## config.mk

```make
export PLATFORM = sky130hd
export DESIGN_NAME = sevenseg_scan
export DESIGN_NICKNAME = d
export VERILOG_FILES = /design/src/rtl/sevenseg_scan.sv
export SDC_FILE = /design/constraint.sdc
export NUM_CORES = 1
export LEC_CHECK = 0
export CORE_MARGIN = 2
export CORE_UTILIZATION = 54
export CTS_CLUSTER_SIZE = 10
export DETAILED_ROUTE_END_ITERATION = 8
export PLACE_DENSITY_LB_ADDON = 0.12
export SYNTH_ARGS = -nofsm -noshare
export SYNTH_HDL_FRONTEND = slang
export SYNTH_SLANG_ARGS = --single-unit
```

## constraint.sdc

```tcl
create_clock -name clk -period 3.13 [get_ports clk]
set_clock_uncertainty 0.1 [all_clocks]
set_input_delay 0.626 -clock clk [delete_from_list [all_inputs] [get_ports clk]]
set_output_delay 0.626 -clock clk [all_outputs]
set_load 0.03 [all_outputs]
```

## src/rtl/sevenseg_scan.sv

```systemverilog
// Four-digit common-anode 7-segment scanner with a per-frame snapshot of the digits,
// leading-zero blanking, decimal points, a dash for invalid codes and a display enable.
module sevenseg_scan #(
  parameter int REFRESH_DIV = 50000
) (
  input  logic        clk,
  input  logic        reset_n,
  input  logic [15:0] digits,
  input  logic [3:0]  dp_in,
  input  logic        lzb,
  input  logic        en,
  output logic [3:0]  an,
  output logic [6:0]  seg,
  output logic        dp
);

  localparam int PW = (REFRESH_DIV > 1) ? $clog2(REFRESH_DIV) : 1;
  localparam logic [PW-1:0] PMAX = PW'(REFRESH_DIV - 1);

  logic [PW-1:0] pcnt;
  logic [1:0]    sel;
  logic [1:0]    sel_next;
  logic [1:0]    disp_sel;
  logic [15:0]   snap_d;
  logic [15:0]   src_d;
  logic [3:0]    snap_dp;
  logic [3:0]    src_dp;
  logic [3:0]    code;
  logic          tick;
  logic          wrap;
  logic          blank;
  logic          live;

  function automatic logic [6:0] glyph(input logic [3:0] c);
    logic [6:0] g;
    case (c)
      4'd0:    g = 7'b1000000;
      4'd1:    g = 7'b1111001;
      4'd2:    g = 7'b0100100;
      4'd3:    g = 7'b0110000;
      4'd4:    g = 7'b0011001;
      4'd5:    g = 7'b0010010;
      4'd6:    g = 7'b0000010;
      4'd7:    g = 7'b1111000;
      4'd8:    g = 7'b0000000;
      4'd9:    g = 7'b0010000;
      default: g = 7'b0111111;
    endcase
    return g;
  endfunction

  assign tick     = (pcnt == PMAX);
  assign sel_next = sel + 2'd1;
  assign disp_sel = tick ? sel_next : sel;
  assign wrap     = tick && (sel_next == 2'd0);

  // On the frame-wrap edge digit 0 must already show the freshly sampled inputs.
  assign src_d  = wrap ? digits : snap_d;
  assign src_dp = wrap ? dp_in  : snap_dp;

  always_comb begin
    code  = src_d[{disp_sel, 2'b00} +: 4];
    blank = 1'b0;
    if (lzb) begin
      case (disp_sel)
        2'd3:    blank = (src_d[15:12] == 4'd0);
        2'd2:    blank = (src_d[15:8]  == 8'd0);
        2'd1:    blank = (src_d[15:4]  == 12'd0);
        default: blank = 1'b0;
      endcase
    end
  end

  always_ff @(posedge clk or negedge reset_n) begin
    if (!reset_n) begin
      pcnt    <= '0;
      sel     <= 2'd3;
      snap_d  <= '0;
      snap_dp <= '0;
      live    <= 1'b0;
    end else begin
      pcnt <= tick ? '0 : pcnt + 1'b1;
      if (tick) begin
        sel  <= sel_next;
        live <= 1'b1;
      end
      if (wrap) begin
        snap_d  <= digits;
        snap_dp <= dp_in;
      end
    end
  end

  // Anodes stay dark until the first tick; en gates them on every edge, seg only moves on ticks.
  always_ff @(posedge clk or negedge reset_n) begin
    if (!reset_n) begin
      an  <= 4'b1111;
      seg <= 7'b1111111;
      dp  <= 1'b1;
    end else begin
      if (en && (tick || live)) begin
        an <= ~(4'b0001 << disp_sel);
        dp <= ~src_dp[disp_sel];
      end else begin
        an <= 4'b1111;
        dp <= 1'b1;
      end
      if (tick) seg <= blank ? 7'b1111111 : glyph(code);
    end
  end

endmodule
```

==> results_dict.tcl, run 1 <==
set metrics [dict create \
    outcome "finished clean" \
    track_usage 0.2140 \
    synthesis.nets 274 \
    fin_nets 329 \
    final_antenna_net_count 0 \
    clock-root-buffer "clkbuf_8" \
    diodes 0 \
    max_stage_delay_ps 540 \
    hold_path.class "in2async" \
    first_pass_iters 4 \
    drv_slew 0 \
    synth_top_family_by_area "simple AND/OR/NAND/NOR gates" \
    cp.arrival_ps 3110 \
    drt_iter0_drc 101 \
    cp.required_ps 3270 \
    seq_area_frac_synth 0.4981 \
    insertion_delay_ps 300 \
    vias 1918 \
    worstMarginPinSlew_ps 441.5 \
    drive_above_1_share 0.2140 \
    synth_compound_area_frac 0.08382 \
    fp.dieW_um 73.36 \
    finalSetupTns_ps 0 \
    synth_cells 243 \
    fmax_mhz 336.2 \
    synth_area_um2 2597 \
    path_clk_slew_ps 90 \
    h-tree-depth 2 \
    routedWlPerCell_um 14.91 \
    hpwl_mm 3.894 \
    rr_worst_depth 14 \
    routabilityCongestion 0.8654 \
    setup_viol 0 \
    crit_chain "ha_1, and4_1, nand4_4, buf_4, nand2_1, nand2_1, a221oi_1, buf_4, inv_1, ha_1, o21a_1, a21o_1, a21oi_1, nor2_1" \
    io_pins 36 \
    synthMuxAreaShare 0.1026 \
    slowest_stage "dfstp_2" \
    fin_cells 353 \
    grt_pass1_wl_mm 8.769 \
    antenna_found_initial 0 \
    async_flop_share 1.000 \
    ys.flop_type "dfrtp_1" \
    max-cap-violations 0 \
    area_delta_synth_final_pct 24.90 \
    wirelength_mm 5.264 \
    grt_max_degree 22 \
    synthXorXnorAreaFrac 0.05058 \
    die-area_um2 5381 \
    drc 0 \
    avgViaCountPerCell 5.433 \
    peakVddDrop_uv 239.2 \
    placed_cells 342 \
    hold_violations 0 \
    die-height_um 73.36 \
    power.leakage_nw 1.487 \
    syn_area_per_cell_um2 10.69 \
    path_max_fanout 7 \
    netlist.area_leader.share 0.3565 \
    power.density_nw_per_um2 343.9 \
    start_util 0.5536 \
    clock_path_buffers 2 \
    portBuffers 35 \
    slew_headroom 0.7057 \
    grt_overflow 0 \
    ys_top_cells_by_area "dfrtp_1 36%, dfstp_2 14%, nand2_1 5.3%" \
    rsz0062_at_grt "false" \
    ys_ff_latch 51 \
    fillers 356 \
    layout_setup_ws_ps 155.7 \
    yosys_warnings 0 \
    clock-sinks 51 \
    worst-setup-path-type "reg2reg" \
    synth_area_leader_cell "dfrtp_1" \
    synth-edff-count 0 \
    critPathLaunchType "flip-flop" \
    core-area_um2 4692 \
    cts_made_buffers 5 \
    period_needed_ps 2974 \
    finalCritPeriodShare 0.9503 \
    rows 25 \
    dp_slack_ps 56.39 \
    end_kind "flip-flop" \
    synthAdderAreaFrac 0.03372 \
    final_util 0.6915 \
    yosys.area_share.simple 0.1951 \
    synthDistinctLibCells 46 \
    cts_tree "done" \
    grt_pass1_vias 1879 \
]
-- sequential cells by signal, summed over array words and instances, names as in the netlist --
signal and flops:
sel 2, an 4, pcnt 16, snap_dp 4, snap_d 16, dp 1, live 1, seg 7
-- metal layers --
metal  part of all wire  track usage  wire length [um]  vias to the layer above
li1                   -            -                 -                      944
met1               0.45       0.2875              2370                      928
met2               0.50       0.3423              2641                       40
met3              0.036      0.04938               189                        6
met4              0.012      0.07475                62                        0
met5                  0            0                 0                        -
-- power breakdown --
part | internal, W | switching (W)
sequential | 0.000666 | 0.00000283
clock | 0.000156 | 0.000215
combinational | 0.0000402 | 0.0000352
total | 0.000862 | 0.000253
-- final cells by class --
class	count	area [um2]	share of cell area
flip-flops and latches	51	1294	0.3988
multi-input cells	171	1242	0.3830
repair buffers	56	503.0	0.1550
clock buffers	5	68.82	0.02121
well taps	54	67.56	0.02083
inverters	13	48.80	0.01504
clock inverters	3	20.02	0.006170
-- synthesized netlist by cell type, types with 2 or more instances --
library cell and n:
and4_1 5, nand2_1 37, o21ai_0 3, nor2b_1 5
mux2_2 7, buf_1 2, clkbuf_1 4, mux2i_2 4
dfstp_2 14, a21o_1 2, xnor2_1 11, ha_1 7
inv_1 13, nand2b_1 4, nor4_1 2, nand3_1 6
xor2_1 4, and3_1 7, o2bb2ai_1 2, nor2_1 21
mux2i_1 11, o22ai_1 4, buf_6 2, dfrtp_1 37
a21oi_1 8
-- per-stage QoR --
step	total power [W]	hold WS [ps]	instance area, um2
after floorplan	0.0007028	230.4	2597
after global placement	0.0007562	333.6	3100
after detailed placement	0.0007572	337.6	3100
after CTS	0.001136	111.2	3189
after global routing	0.001172	133.3	3244
final	0.001116	119.0	3244
-- layout by cell type (no fill, tap or decap), drive strengths merged, types with 7 or more instances in the layout --
master | netlist | final
and3 | 7 | 7
dfrtp | 37 | 37
mux2 | 7 | 7
buf | 4 | 22
inv | 13 | 13
clkdlybuf4s50 | 0 | 34
ha | 7 | 7
a21oi | 8 | 8
dfstp | 14 | 14
nand2 | 37 | 37
xnor2 | 11 | 11
mux2i | 16 | 16
nor2 | 21 | 21
-- timing repair --
action | 4_1_cts | 5_1_grt
buffers inserted | 0 | 3
resized for setup | 0 | 7
setup endpoints to repair | 0 | 7
hold buffers | 0 | 0
-- path summary, 6_finish.rpt --
check,from,end,slack (ps)
worst min-delay path,reset_n,snap_d[2],120
min in group clk,live,live,360
worst max register to register,sel[0],seg[6],160
worst max-delay path,sel[0],seg[6],160
worst min register to register,live,live,360
max in group asynchronous,reset_n,sel[1],2150
-- logic make-up (layout without fill, tap and decap cells) --
family,Yosys count,after routing
adders and majority gates,7,7
buffers and inverters,21,77
DFF,51,51
xor gates and xnor gates,15,15
AOI/OAI and AO/OA,29,29
and+or+nand+nor,97,97
muxes,23,23
-- worst max-delay path, delay by kind of cell, from the launching register on --
family / cells / cell delay, ps
AOI/OAI and AO/OA: 4 / 790
adders and majority gates: 2 / 340
buffers and inverters: 3 / 490
DFF: 1 / 540
and+or+nand+nor: 5 / 640
No activity file was read; power rests on OpenSTA's default activity.
==> run 2: changes to the inputs <==
--- a/config.mk
+++ b/config.mk
@@ -6,9 +6,10 @@
 export NUM_CORES = 1
 export LEC_CHECK = 0
 export CORE_MARGIN = 2
-export CORE_UTILIZATION = 54
+export CORE_UTILIZATION = 62
 export CTS_CLUSTER_SIZE = 10
 export DETAILED_ROUTE_END_ITERATION = 8
+export DONT_BUFFER_PORTS = 1
 export PLACE_DENSITY_LB_ADDON = 0.12
 export SYNTH_ARGS = -nofsm -noshare
 export SYNTH_HDL_FRONTEND = slang
==> run 2 against run 1 <==
  * Sequential cell count unchanged
  * Register-to-register slack about the same
  * Worst setup slack got worse by 13 ps
  * Clock-buffer cell count is the same
  * Via count down 5.0%
==> results_dict.tcl, run 2 (same netlist as run 1, synthesis figures left out) <==
set metrics [dict create \
    reg_top3 "pcnt: 16 flops, snap_d: 16 flops, seg: 7 flops" \
    io_pins 36 \
    fmax_mhz 334.7 \
    r2r-start "pcnt[0]" \
    routedWlPerCell_um 17.38 \
    insertion_delay_ps 300 \
    r2r_slack_ps 140 \
    slowest_stage "dfrtp_1" \
    reg2reg_to "seg[6]" \
    drv_slew 0 \
    setup_viol 0 \
    max_stage_delay_ps 420 \
    clock_path_buffers 2 \
    routabilityCongestion 0.8821 \
    wl_met3_um 347 \
    drt_iter0_drc 118 \
    area_delta_synth_final_pct 12.19 \
    slew_headroom 0.7073 \
    wl_met1_mm 2.304 \
    core-area_um2 4029 \
    portBuffers 0 \
    clock-sinks 51 \
    vias 1823 \
    fillers 284 \
    multi_input_area_um2 1235 \
    cp.arrival_ps 3130 \
    fp.dieW_um 68.73 \
    h-tree-depth 2 \
    first_pass_iters 4 \
    final_antenna_net_count 0 \
    grt_pass1_wl_mm 8.459 \
    layout_setup_ws_ps 142.5 \
    path_max_fanout 21 \
    cts_made_buffers 5 \
    diodes 0 \
    peakVddDrop_uv 354.5 \
    grt_max_degree 38 \
    drc 0 \
    hold_path.class "in2async" \
    rr_worst_depth 13 \
    grt_pass1_vias 1826 \
    outcome "finished clean" \
    antenna_found_initial 0 \
    die-area_um2 4723 \
    finalCritPeriodShare 0.9545 \
    rsz0062_at_grt "false" \
    cts_tree "done" \
    finalSetupTns_ps 0 \
    wirelength_mm 5.335 \
    path_clk_slew_ps 90 \
    end_kind "flip-flop" \
    avgViaCountPerCell 5.938 \
    hpwl_mm 3.735 \
    grt_overflow 0 \
    fin_total_pwr_w 0.001248 \
    max-cap-violations 0 \
    start_util 0.6447 \
    critPathLaunchType "flip-flop" \
    power.leakage_nw 1.331 \
    final_util 0.7233 \
    cp.required_ps 3270 \
    clock-root-buffer "clkbuf_8" \
    rows 23 \
    dp_slack_ps 0.5602 \
    worst_hold_slack_ps 55.45 \
    fin_nets 287 \
    hold_violations 0 \
    track_usage 0.2488 \
    worstMarginPinSlew_ps 430.6 \
    register_area_um2 1294 \
    crit_start "pcnt[0]" \
    period_needed_ps 2987 \
    crit_chain "ha_2, and4_1, nand4_2, buf_8, mux2_2, o2bb2ai_1, a221oi_2, inv_1, ha_1, o21a_1, a21o_1, a21oi_1, nor2_1" \
    die-height_um 68.73 \
    wl_met2_mm 2.615 \
    worst-setup-path-type "reg2reg" \
    drive_above_1_share 0.2335 \
    top_layer "met4" \
    power.density_nw_per_um2 428.2 \
    layout_common_cells "37 x nand2_1, 37 x dfrtp_1, 20 x nor2_1, 14 x dfstp_2, 13 x inv_1" \
]
run 2: worst max-delay path by stage:
| stage | end | depth (start not counted) | slack (ps) |
|---|---|---|---|
| detailed placement | seg[6] | 13 | 0.6 |
| CTS | seg[6] | 13 | 60 |
| floorplan | seg[3] | 12 | 260 |
| finish | seg[6] | 13 | 140 |
| global route | seg[5] | 11 | 1 |
| global placement | seg[6] | 13 | 30 |
run 2: metrics by stage:
stage | instances | area, um2
3_5_place_dp | 296 | 2710
4_1_cts | 306 | 2878
2_1_floorplan | 243 | 2597
6_report | 307 | 2914
3_3_place_gp | 296 | 2710
5_1_grt | 307 | 2914
run 2: final cells by class:
cell class	count	area share
sequential	51	0.4440
multi-input combinational	171	0.4238
timing repair buffer	14	0.04723
clock buffer	5	0.02362
clock inverter	3	0.02319
tap	50	0.02147
inverter	13	0.01675
run 2: report_power, final:
group	internal, W	switching [W]	total, W
Clock	0.000319	0.000218	0.000536
Combinational	0.0000165	0.0000252	0.0000417
Sequential	0.000667	0.00000305	0.000670
Total	0.00100	0.000246	0.00125
run 2: repair_timing:
action	4_1_cts	5_1_grt
hold buffers	1	0
resized for setup	1	10
setup buffers	1	1
setup endpoints to repair	1	7
endpoints found under the hold margin	37	0
run 2: per-layer routing:
metal | vias to the layer above | track usage
met5 | - | 0
met4 | 0 | 0.09069
met3 | 9 | 0.04870
met2 | 70 | 0.4171
met1 | 878 | 0.3200
li1 | 866 | -
run 2: worst max-delay path: cells and delay by family (launching register included):
kind / cells / cell delay, ps
AO/OA/AOI/OAI: 5 / 880
adder cells (fa/ha/maj): 2 / 430
flip-flops: 1 / 420
multiplexers: 1 / 380
AND/OR/NAND/NOR: 3 / 370
buffers and inverters: 2 / 330
